## src/rtl/qmax_updater.sv

```systemverilog
`default_nettype none
// ============================================================================
// Module   : qmax_updater
// Purpose  : Running-maximum update stage in front of a Q-max table BRAM.
//            Each accepted (state, q) pair reads the stored Q-max through
//            the table's registered read port and writes back the larger
//            value. One update per cycle, with S2/S3 forwarding to cover the
//            table's read-before-write hazards. A clear request drains the
//            pipeline and then sweeps every entry to zero.
// Ports    : i_clk, i_rst (async, active-high)
//            i_valid/o_ready/i_state/i_q   candidate stream
//            i_clear                       one-cycle table clear request
//            o_tbl_addr_r/i_tbl_data       table read port (1-cycle latency)
//            o_tbl_addr_w/o_tbl_write_en/o_tbl_data   table write port
//            o_upd_valid/o_upd_state/o_upd_qmax/o_upd_changed   result
//            o_busy, o_write_count         status
// Revision : 1.0  initial release
// ============================================================================
module qmax_updater #(
  parameter int ADDR_WIDTH = 8,
  parameter int DATA_WIDTH = 8,
  parameter int DEPTH      = 256
) (
  input  logic                  i_clk,
  input  logic                  i_rst,
  input  logic                  i_valid,
  output logic                  o_ready,
  input  logic [ADDR_WIDTH-1:0] i_state,
  input  logic [DATA_WIDTH-1:0] i_q,
  input  logic                  i_clear,
  output logic [ADDR_WIDTH-1:0] o_tbl_addr_r,
  input  logic [DATA_WIDTH-1:0] i_tbl_data,
  output logic [ADDR_WIDTH-1:0] o_tbl_addr_w,
  output logic                  o_tbl_write_en,
  output logic [DATA_WIDTH-1:0] o_tbl_data,
  output logic                  o_upd_valid,
  output logic [ADDR_WIDTH-1:0] o_upd_state,
  output logic [DATA_WIDTH-1:0] o_upd_qmax,
  output logic                  o_upd_changed,
  output logic                  o_busy,
  output logic [15:0]           o_write_count
);

  localparam logic [ADDR_WIDTH-1:0] c_last_addr = ADDR_WIDTH'(DEPTH - 1);

  typedef enum logic [1:0] {
    ST_RUN   = 2'd0,
    ST_DRAIN = 2'd1,
    ST_CLEAR = 2'd2
  } fsm_t;

  fsm_t                  r_fsm;
  logic [ADDR_WIDTH-1:0] r_sweep;
  logic [15:0]           r_write_count;

  logic                  r_s1_valid;
  logic [ADDR_WIDTH-1:0] r_s1_state;
  logic [DATA_WIDTH-1:0] r_s1_q;

  logic                  r_s2_valid;
  logic [ADDR_WIDTH-1:0] r_s2_state;
  logic [DATA_WIDTH-1:0] r_s2_qmax;
  logic                  r_s2_changed;

  logic                  r_s3_valid;
  logic [ADDR_WIDTH-1:0] r_s3_state;
  logic [DATA_WIDTH-1:0] r_s3_qmax;

  logic                  w_accept;
  logic                  w_clearing;
  logic                  w_run_write;
  logic [DATA_WIDTH-1:0] w_cur;
  logic                  w_gt;
  logic [DATA_WIDTH-1:0] w_qmax;

  assign o_ready      = (r_fsm == ST_RUN);
  assign o_busy       = (r_fsm != ST_RUN);
  assign w_accept     = i_valid & o_ready;
  // The table is addressed straight from the input; reads that are not
  // accepted simply go unused.
  assign o_tbl_addr_r = i_state;

  // Current stored value for the S1 item. S2 holds the newest value (its
  // write has not committed yet); S3 holds a value whose write committed on
  // the same edge the table sampled this read, so the table returned stale
  // data for it.
  always_comb begin
    w_cur = i_tbl_data;
    if (r_s2_valid && (r_s2_state == r_s1_state)) begin
      w_cur = r_s2_qmax;
    end else if (r_s3_valid && (r_s3_state == r_s1_state)) begin
      w_cur = r_s3_qmax;
    end
  end

  assign w_gt   = (r_s1_q > w_cur);
  assign w_qmax = w_gt ? r_s1_q : w_cur;

  assign w_clearing  = (r_fsm == ST_CLEAR);
  assign w_run_write = r_s2_valid & r_s2_changed;

  assign o_tbl_write_en = w_clearing | w_run_write;
  assign o_tbl_addr_w   = w_clearing ? r_sweep : r_s2_state;
  assign o_tbl_data     = w_clearing ? '0 : r_s2_qmax;

  assign o_upd_valid   = r_s2_valid & ~w_clearing;
  assign o_upd_state   = r_s2_state;
  assign o_upd_qmax    = r_s2_qmax;
  assign o_upd_changed = r_s2_changed;
  assign o_write_count = r_write_count;

  always_ff @(posedge i_clk or posedge i_rst) begin
    if (i_rst) begin
      r_fsm         <= ST_RUN;
      r_sweep       <= '0;
      r_write_count <= '0;
      r_s1_valid    <= 1'b0;
      r_s1_state    <= '0;
      r_s1_q        <= '0;
      r_s2_valid    <= 1'b0;
      r_s2_state    <= '0;
      r_s2_qmax     <= '0;
      r_s2_changed  <= 1'b0;
      r_s3_valid    <= 1'b0;
      r_s3_state    <= '0;
      r_s3_qmax     <= '0;
    end else begin
      r_s1_valid <= w_accept;
      if (w_accept) begin
        r_s1_state <= i_state;
        r_s1_q     <= i_q;
      end

      r_s2_valid   <= r_s1_valid;
      r_s2_state   <= r_s1_state;
      r_s2_qmax    <= w_qmax;
      r_s2_changed <= w_gt;

      r_s3_valid <= r_s2_valid;
      r_s3_state <= r_s2_state;
      r_s3_qmax  <= r_s2_qmax;

      if (w_run_write && (r_write_count != 16'hFFFF)) begin
        r_write_count <= r_write_count + 16'd1;
      end

      case (r_fsm)
        ST_RUN: begin
          if (i_clear) begin
            r_fsm <= ST_DRAIN;
          end
        end
        ST_DRAIN: begin
          // Nothing enters S1 while draining, so both stages are empty after
          // this edge exactly when S1 is empty now (S2 takes S1's valid).
          // The last pending write, if any, commits on this same edge.
          if (!r_s1_valid) begin
            r_fsm         <= ST_CLEAR;
            r_s3_valid    <= 1'b0;
            r_write_count <= '0;
          end
        end
        ST_CLEAR: begin
          if (r_sweep == c_last_addr) begin
            r_fsm   <= ST_RUN;
            r_sweep <= '0;
          end else begin
            r_sweep <= r_sweep + 1'b1;
          end
        end
        default: begin
          r_fsm <= ST_RUN;
        end
      endcase
    end
  end

endmodule
`default_nettype wire
```

## config.mk

```make
export PLATFORM = sky130hd
export DESIGN_NAME = qmax_updater
export DESIGN_NICKNAME = d
export VERILOG_FILES = /design/src/rtl/qmax_updater.sv
export SDC_FILE = /design/constraint.sdc
export NUM_CORES = 1
export LEC_CHECK = 0
export CORE_UTILIZATION = 45
export DETAILED_ROUTE_END_ITERATION = 7
export GPL_ROUTABILITY_DRIVEN = 0
export PLACE_DENSITY = 0.73
export REMOVE_ABC_BUFFERS = 1
export SLEW_MARGIN = 20
export SYNTH_ARGS = -nofsm -noshare
export SYNTH_HDL_FRONTEND = slang
export SYNTH_SLANG_ARGS = --single-unit
```

## constraint.sdc

```tcl
create_clock -name i_clk -period 2.9 [get_ports i_clk]
set_input_delay 0.725 -clock i_clk [delete_from_list [all_inputs] [get_ports i_clk]]
set_output_delay 0.725 -clock i_clk [all_outputs]
set_load 0.1 [all_outputs]
```

# == Word level (Yosys, flattened, before mapping) ==
# Cells that the tools add are included.
# totals
ff_bits,78
latchBits,0
mem_bits_rw,0
rom_bits,0
out_inout_bits,61
wordCells,51
mem_count,0
# classes
n_addsub,2
multipliers,0
div_mod_pow,0
order_cmp,1
eq_ne,9
shifts,0
muxes,15
bitwise_logic,5
reduce_logical,6
# ops
operator,n
2-to-1 mux 16 bit,3
2-to-1 mux 8 bit,6
adder 16 x 1 -> 16 bit (second input constant),1
equality test 8 bit,2
inequality test 16 bit (second input constant),1
adder 8 x 1 -> 8 bit (second input constant),1
equality test 8 bit (second input constant),1
> comparator 8 bit,1
2-to-1 mux 2 bit,3
case mux 2 bit (3 select lines),1
inequality test 2 x 1 -> 1 bit (second input constant),2
AND 1 bit,3
logical AND 1 bit,3
AND reduction 3 bit,1
equality test 2 x 1 -> 1 bit (second input constant),1
equality test 2 bit (second input constant),1
zero test 2 bit,1
2-to-1 mux 1 bit,2
inequality test 2 bit (second input constant),1
nonzero test 2 bit,1
inverter 1 bit,1
bitwise OR 1 bit,1

# == Longest topological paths before layout ==
# depth
ltp_word,6
ltp_mapped,12

# == Least setup slack after synthesis ==
# OpenSTA, ideal clock, no wires.
# synth_timing
path_type,register -> register
from,reg r_s2_state[6] (netlist: o_upd_state[6])
to,reg r_s2_qmax[0] (netlist: o_upd_qmax[0])
arrival_time_ns,3.762
required_time_ns,2.789
setup_slack_ns,-0.974
stages_incl_launch_ff,12
n_path_buf,1
synth_period_minus_slack_ns,3.874
cell_sequence,dfrtp_1 -> xnor2_1 -> nand3_1 -> nor3_2 -> mux2_2 -> ha_1 -> a21o_1 -> a221o_1 -> a221o_1 -> and2_1 -> buf_6 -> a222oi_1
# synth_via
elab_chain_len,5
# synth_rtl
item,line,source
start: declaration,61,logic [ADDR_WIDTH-1:0] r_s2_state;
start signal: assignment,135,r_s2_state <= r_s1_state;
equality test 8 bit,89,if (r_s2_valid && (r_s2_state == r_s1_state)) begin
logical AND 1 bit,89,
2-to-1 mux 8 bit,89,
> comparator 8 bit,96,assign w_gt = (r_s1_q > w_cur);
via w_gt,73,logic w_gt;
2-to-1 mux 8 bit,97,assign w_qmax = w_gt ? r_s1_q : w_cur;
via w_qmax[0],74,logic [DATA_WIDTH-1:0] w_qmax;
end signal: assignment,136,r_s2_qmax <= w_qmax;
end: declaration,62,logic [DATA_WIDTH-1:0] r_s2_qmax;
# The timed path passes the listed nets, and every way through them passes these cells.
# A chain may end at the register's enable or synchronous reset.

# == Worst setup path after layout ==
# layout_timing
from,reg r_s1_state[7]
to,reg r_s2_qmax[1] (netlist: o_upd_qmax[1])
# layout_via
elab_chain_len,6
word_cells_on_any_way,8
classes_between,order compare (1); eq/ne (2); mux (3); reduce/logical (2)
# layout_rtl
item,line,source
start: declaration,57,logic [ADDR_WIDTH-1:0] r_s1_state;
start signal: assignment,130,r_s1_state <= i_state;
equality test 8 bit,91,end else if (r_s3_valid && (r_s3_state == r_s1_state)) begin
logical AND 1 bit,91,
2-to-1 mux 8 bit,91,
2-to-1 mux 8 bit (*),89,
> comparator 8 bit,96,
2-to-1 mux 8 bit (*),97,
via w_qmax[1],74,
# The timed path passes the listed nets; every way through them passes the cells marked *.

==> results.ini <==
[run_status]
status=complete, but fails checks
violations=negative setup slack

[global_routing]
grt_pass1_wl_um=14500
grt_max_degree=38
grt_antenna_before_repair=0
overflow=0
grt_pass1_vias=2938
grt_usage_pct=21.8

[clocking]
ctsHtreeMaxLevel=3
clkLatencyLatePin_ns=0.36
tritoncts=done
cts_buffer_depth=2
cts-root-buf=clkbuf_8
ctsHoldBuffers=0
cts_sinks=78
clk_pin_slew_ns=0.08
numCtsBuffers=9

[floorplan]
dieWidth_um=92.8
num_io_pins=89
core_mm2=0.00785
die_height_um=92.8
rows=32
start_util_pct=47.3
dieArea_mm2=0.00862

[worst_setup_path]
slowest_delay_ns=0.39
r2r_start=r_s1_state[7]
crit_path_start=r_s1_state[7]
required_ns=3.13
timing.rr.end=o_upd_qmax[1]
endpoint=o_upd_qmax[1]
critPathLaunchType=flip-flop
cp_cell_sequence=xnor2_1 > nand4_1 > nor3_4 > buf_6 > mux2i_4 > mux2_4 > ha_1 > and3_4 > a221o_1 > a221o_1 > and2_4 > a222oi_1
crit_path_frequent_cell=a221o_1
cp_max_fo=4
critPathSlowestCell=dfrtp_1
reg2reg_depth=12
crit_type=flip-flop to flip-flop
end_kind=flip-flop
r2r_slack_ns=-0.32
worstPathArrival_ns=3.45

[detailed_routing]
num_vias=3052
drc_errors=0
drtIter0Drc=175
wire_per_inst_um=16.0
via_per_inst=5.26
ant_nets=0
routed_wl_um=9290
first_pass_iters=7

[synth]
async_reset_ff_share_pct=100
synthCells=349
netlist_area_mm2=0.00371
yosysSeqAreaShare_pct=52.6
synth_warnings=0
synthFlopType=dfrtp_1
avgSynthCellArea_um2=10.6
synth_edf_count=0
ys_types=37
ys_seq_elements=78

[final_layout]
final_util_pct=71.4
diodes=0
area_growth_pct=51.0
layout_common_cells=dfrtp_1 (78), buf_4 (64), nand2_1 (49)
final_common_cell=dfrtp_1
drive_gt1_share_pct=33.3
fin_nets=511
fillers=567

[sta]
maxSlewViolCount=0
min_period_over_period_pct=111
min_period_ns=3.22
tns_ns=-2.47
grt_setup_unrepaired=yes
hold_viol=0
fmax_mhz=310
worst_slew_pin_slew_ns=0.709
setup_ws_ns=-0.321
clock_skew_ns=0.00624
setup_violations=9
relSlewSlack_pct=52.7

[placement]
io_buffers=88
dp_hpwl_um=6340

[worst_hold_path]
min_path_cells=0
hp-class=flip-flop to flip-flop

[flow_run]
drv_cap=0

metal layers:
layer,global-route usage [%],up-vias,wire [um]
met5,0,-,0
met4,7.31,0,143
met3,4.27,12,451
met2,33.6,109,4510
met1,30.9,1487,4180
li1,-,1444,-
worst min-delay path by stage:
stage                              from           end  slack (ns)
after floorplan              r_s1_valid    r_s2_valid        0.37
after global placement    o_upd_qmax[4]  r_s3_qmax[4]        0.39
after detailed placement  o_upd_qmax[0]  r_s3_qmax[0]        0.39
after CTS                 o_upd_qmax[4]  r_s3_qmax[4]        0.41
after global routing      o_upd_qmax[0]  r_s3_qmax[0]        0.43
final                     o_upd_qmax[4]  r_s3_qmax[4]        0.41
cell usage after synthesis (4+ instances only):
cell type	count	area share, %
dfrtp_1	78	53
nand2_1	49	5.0
nor2_1	29	2.9
xnor2_1	22	5.2
inv_1	19	1.9
mux2_2	15	4.5
o21ai_0	15	2.0
nand3_1	12	1.6
xor2_1	12	2.8
mux2i_1	11	3.0
ha_1	10	3.4
a222oi_1	8	2.2
buf_4	8	1.6
and3_1	7	1.2
clkbuf_1	6	0.61
nand4_1	6	1.0
and2_1	4	0.67
flip-flops by register name, indices dropped and copies added (netlist names), 2 cells and up:
name	flops
r_fsm	2
o_upd_qmax	8
o_upd_state	8
r_s1_q	8
r_sweep	8
o_write_count	16
r_s3_state	8
r_s1_state	8
r_s3_qmax	8
final cells by class:
class                           instances  area (um2)  share of cell area (%)
Clock buffer                           10         138                    2.46
Clock inverter                          6         109                    1.94
Inverter                               19        71.3                    1.27
Multi-Input combinational cell        237        1800                    32.2
Sequential cell                        78        1950                    34.8
Tap cell                              102         128                    2.28
Timing Repair Buffer                  128        1400                    25.0
metrics by stage:
stage / setup slack (ns) / cells / hold slack [ns] / cell area [um2]
floorplan: -0.947 / 333 / 0.374 / 3610
global placement: -0.467 / 560 / 0.387 / 5090
detailed placement: -0.531 / 560 / 0.393 / 5090
CTS: -0.341 / 580 / 0.415 / 5490
global route: -0.476 / 580 / 0.428 / 5610
finish: -0.321 / 580 / 0.415 / 5610
kinds of logic after synthesis:
kind of cell / count (synthesis) / synth area share [%]
compound gates: 42 / 7.99
xor+xnor: 34 / 8.02
fa+ha+maj: 10 / 3.37
buf+inv: 35 / 4.58
flops: 78 / 52.6
mux: 26 / 7.52
simple gates: 124 / 15.9
worst max-delay path: cells and delay by family, from the launching register on:
family	cells	cell delay, ns
flip-flops	1	0.39
adder cells (fa/ha/maj)	1	0.27
AND/OR/NAND/NOR	4	0.79
multiplexers	2	0.34
XOR/XNOR	1	0.17
buffers and inverters	1	0.15
AO/OA/AOI/OAI	3	0.99
timing repair:
action / CTS / global route
endpoints found under the setup margin: 9 / 9
pin swaps: 13 / 18
cloned: 0 / 1
setup buffers: 4 / 0
resized for setup: 21 / 21
Power is left out: the tool's default activity adds up to more than one toggle a clock period on the data nets, which glitch-free logic cannot reach.
==> variant (same flow settings) <==
`ADDR_WIDTH`: 8 -> 7.
--- a/src/rtl/qmax_updater.sv
+++ b/src/rtl/qmax_updater.sv
@@ -18,5 +18,5 @@
 // ============================================================================
 module qmax_updater #(
-  parameter int ADDR_WIDTH = 8,
+  parameter int ADDR_WIDTH = 7,
   parameter int DATA_WIDTH = 8,
   parameter int DEPTH      = 256
Interface: changed (resized i_state, o_tbl_addr_r, o_tbl_addr_w and o_upd_state); port bits go from 89 to 85. The function was not compared with the original's and may differ.
==> variant against the unedited design <==
  * The run still ends with setup timing left
  * Critical endpoint is now o_upd_qmax[6]
  * Worst setup slack lost 72 ps
  * Cell count shrank 4.3%
  * Non-clock buffer count grew 1
  * Synthesized area shrank 3.1%
  * Clock skew grew 6.4 ps
  * Sequential cell count shrank 4
  * Cell area shrank 5.6%
  * Routed wire length shrank 7.0%
  * Synthesized cell count shrank 6.6%
  * Hold slack gained 35 ps
Power is not shown: default switching activity piles up to over one toggle a cycle in this logic, so the estimate is an artifact.
==> variant: results <==
export IMPL_synth_top_cells_by_area="dfrtp_1, mux2_1, nand2_1"
export IMPL_routed_via_count=2897
export IMPL_grtUsageTotal=0.2225
export IMPL_yosys_top_cells_count="dfrtp_1, nand2_1, nor2_1"
export IMPL_cts_resized_gates=10
export IMPL_drive_gt1_frac=0.3267
export IMPL_fin_ws_ps=-392.7
export IMPL_worstPathArrival_ps=3520
export IMPL_fillCellCount=573
export IMPL_cpPeakStageDelay_ps=410
export IMPL_post_cts_buffers=9
export IMPL_skew_ps=12.63
export IMPL_violations="setup timing"
export IMPL_place_area_um2=4907
export IMPL_num_nets_final=485
export IMPL_r2r_start="r_s1_state[2]"
export IMPL_outcome="complete, but fails checks"
export IMPL_dr_pass1_iters=4
export IMPL_drt_total_wl_um=8642
export IMPL_reg2reg_to="o_upd_qmax[6]"
export IMPL_finalSetupViolCount=9
export IMPL_synth_cell_type_count=44
export IMPL_crit_fanout=8
export IMPL_dr_first_iter_drc_count=86
export IMPL_grt_first_pass_wirelength_um=14430
[variant: stage by stage]
step | instances | util | hold WS [ps] | TNS [ps] | setup slack [ps]
6_report | 555 | 0.6849 | 449.5 | -3068 | -392.7
5_1_grt | 555 | 0.6849 | 479.8 | -4354 | -547.1
4_1_cts | 554 | 0.6830 | 452.0 | -2379 | -308.7
3_5_place_dp | 529 | 0.6350 | 425.7 | -2921 | -386.7
3_3_place_gp | 529 | 0.6350 | 421.6 | -2260 | -303.8
2_1_floorplan | 308 | - | 374.2 | -8535 | -1022
[variant: metal layers]
metal  vias to the layer above  GRT usage  part of all wire
li1                       1394          -                 -
met1                      1420     0.2732              0.42
met2                        72     0.3935              0.53
met3                        11    0.03936             0.044
met4                         0    0.07407             0.011
met5                         -          0                 0
[variant: final cells by class]
cell class	count	area, um^2	area share
multi-input cells	227	1654	0.3125
clock buffers	12	165.2	0.03121
repair buffers	129	1395	0.2636
flip-flops and latches	74	1852	0.3499
clock inverters	4	72.57	0.01371
inverters	7	26.28	0.004965
well taps	102	127.6	0.02411
[variant: how the worst min path moves through the flow]
stage / startpoint / end / slack, ps / cells past startpoint
after floorplan: r_s1_valid / r_s2_valid / 370 / 0
after global placement: r_s1_valid / r_s2_valid / 420 / 0
after detailed placement: r_s1_valid / r_s2_valid / 430 / 0
after CTS: r_s1_valid / r_s2_valid / 450 / 0
after global routing: o_upd_qmax[7] / r_s3_qmax[7] / 480 / 0
final: o_upd_qmax[0] / r_s3_qmax[0] / 450 / 0
[variant: logic make-up after synthesis]
| kind of cell | share of synthesized area |
|---|---|
| adders and majority gates | 0.03477 |
| buffers and inverters | 0.03582 |
| and+or+nand+nor | 0.1794 |
| DFF | 0.5146 |
| xor gates and xnor gates | 0.06328 |
| muxes | 0.09353 |
| AOI/OAI and AO/OA | 0.07858 |
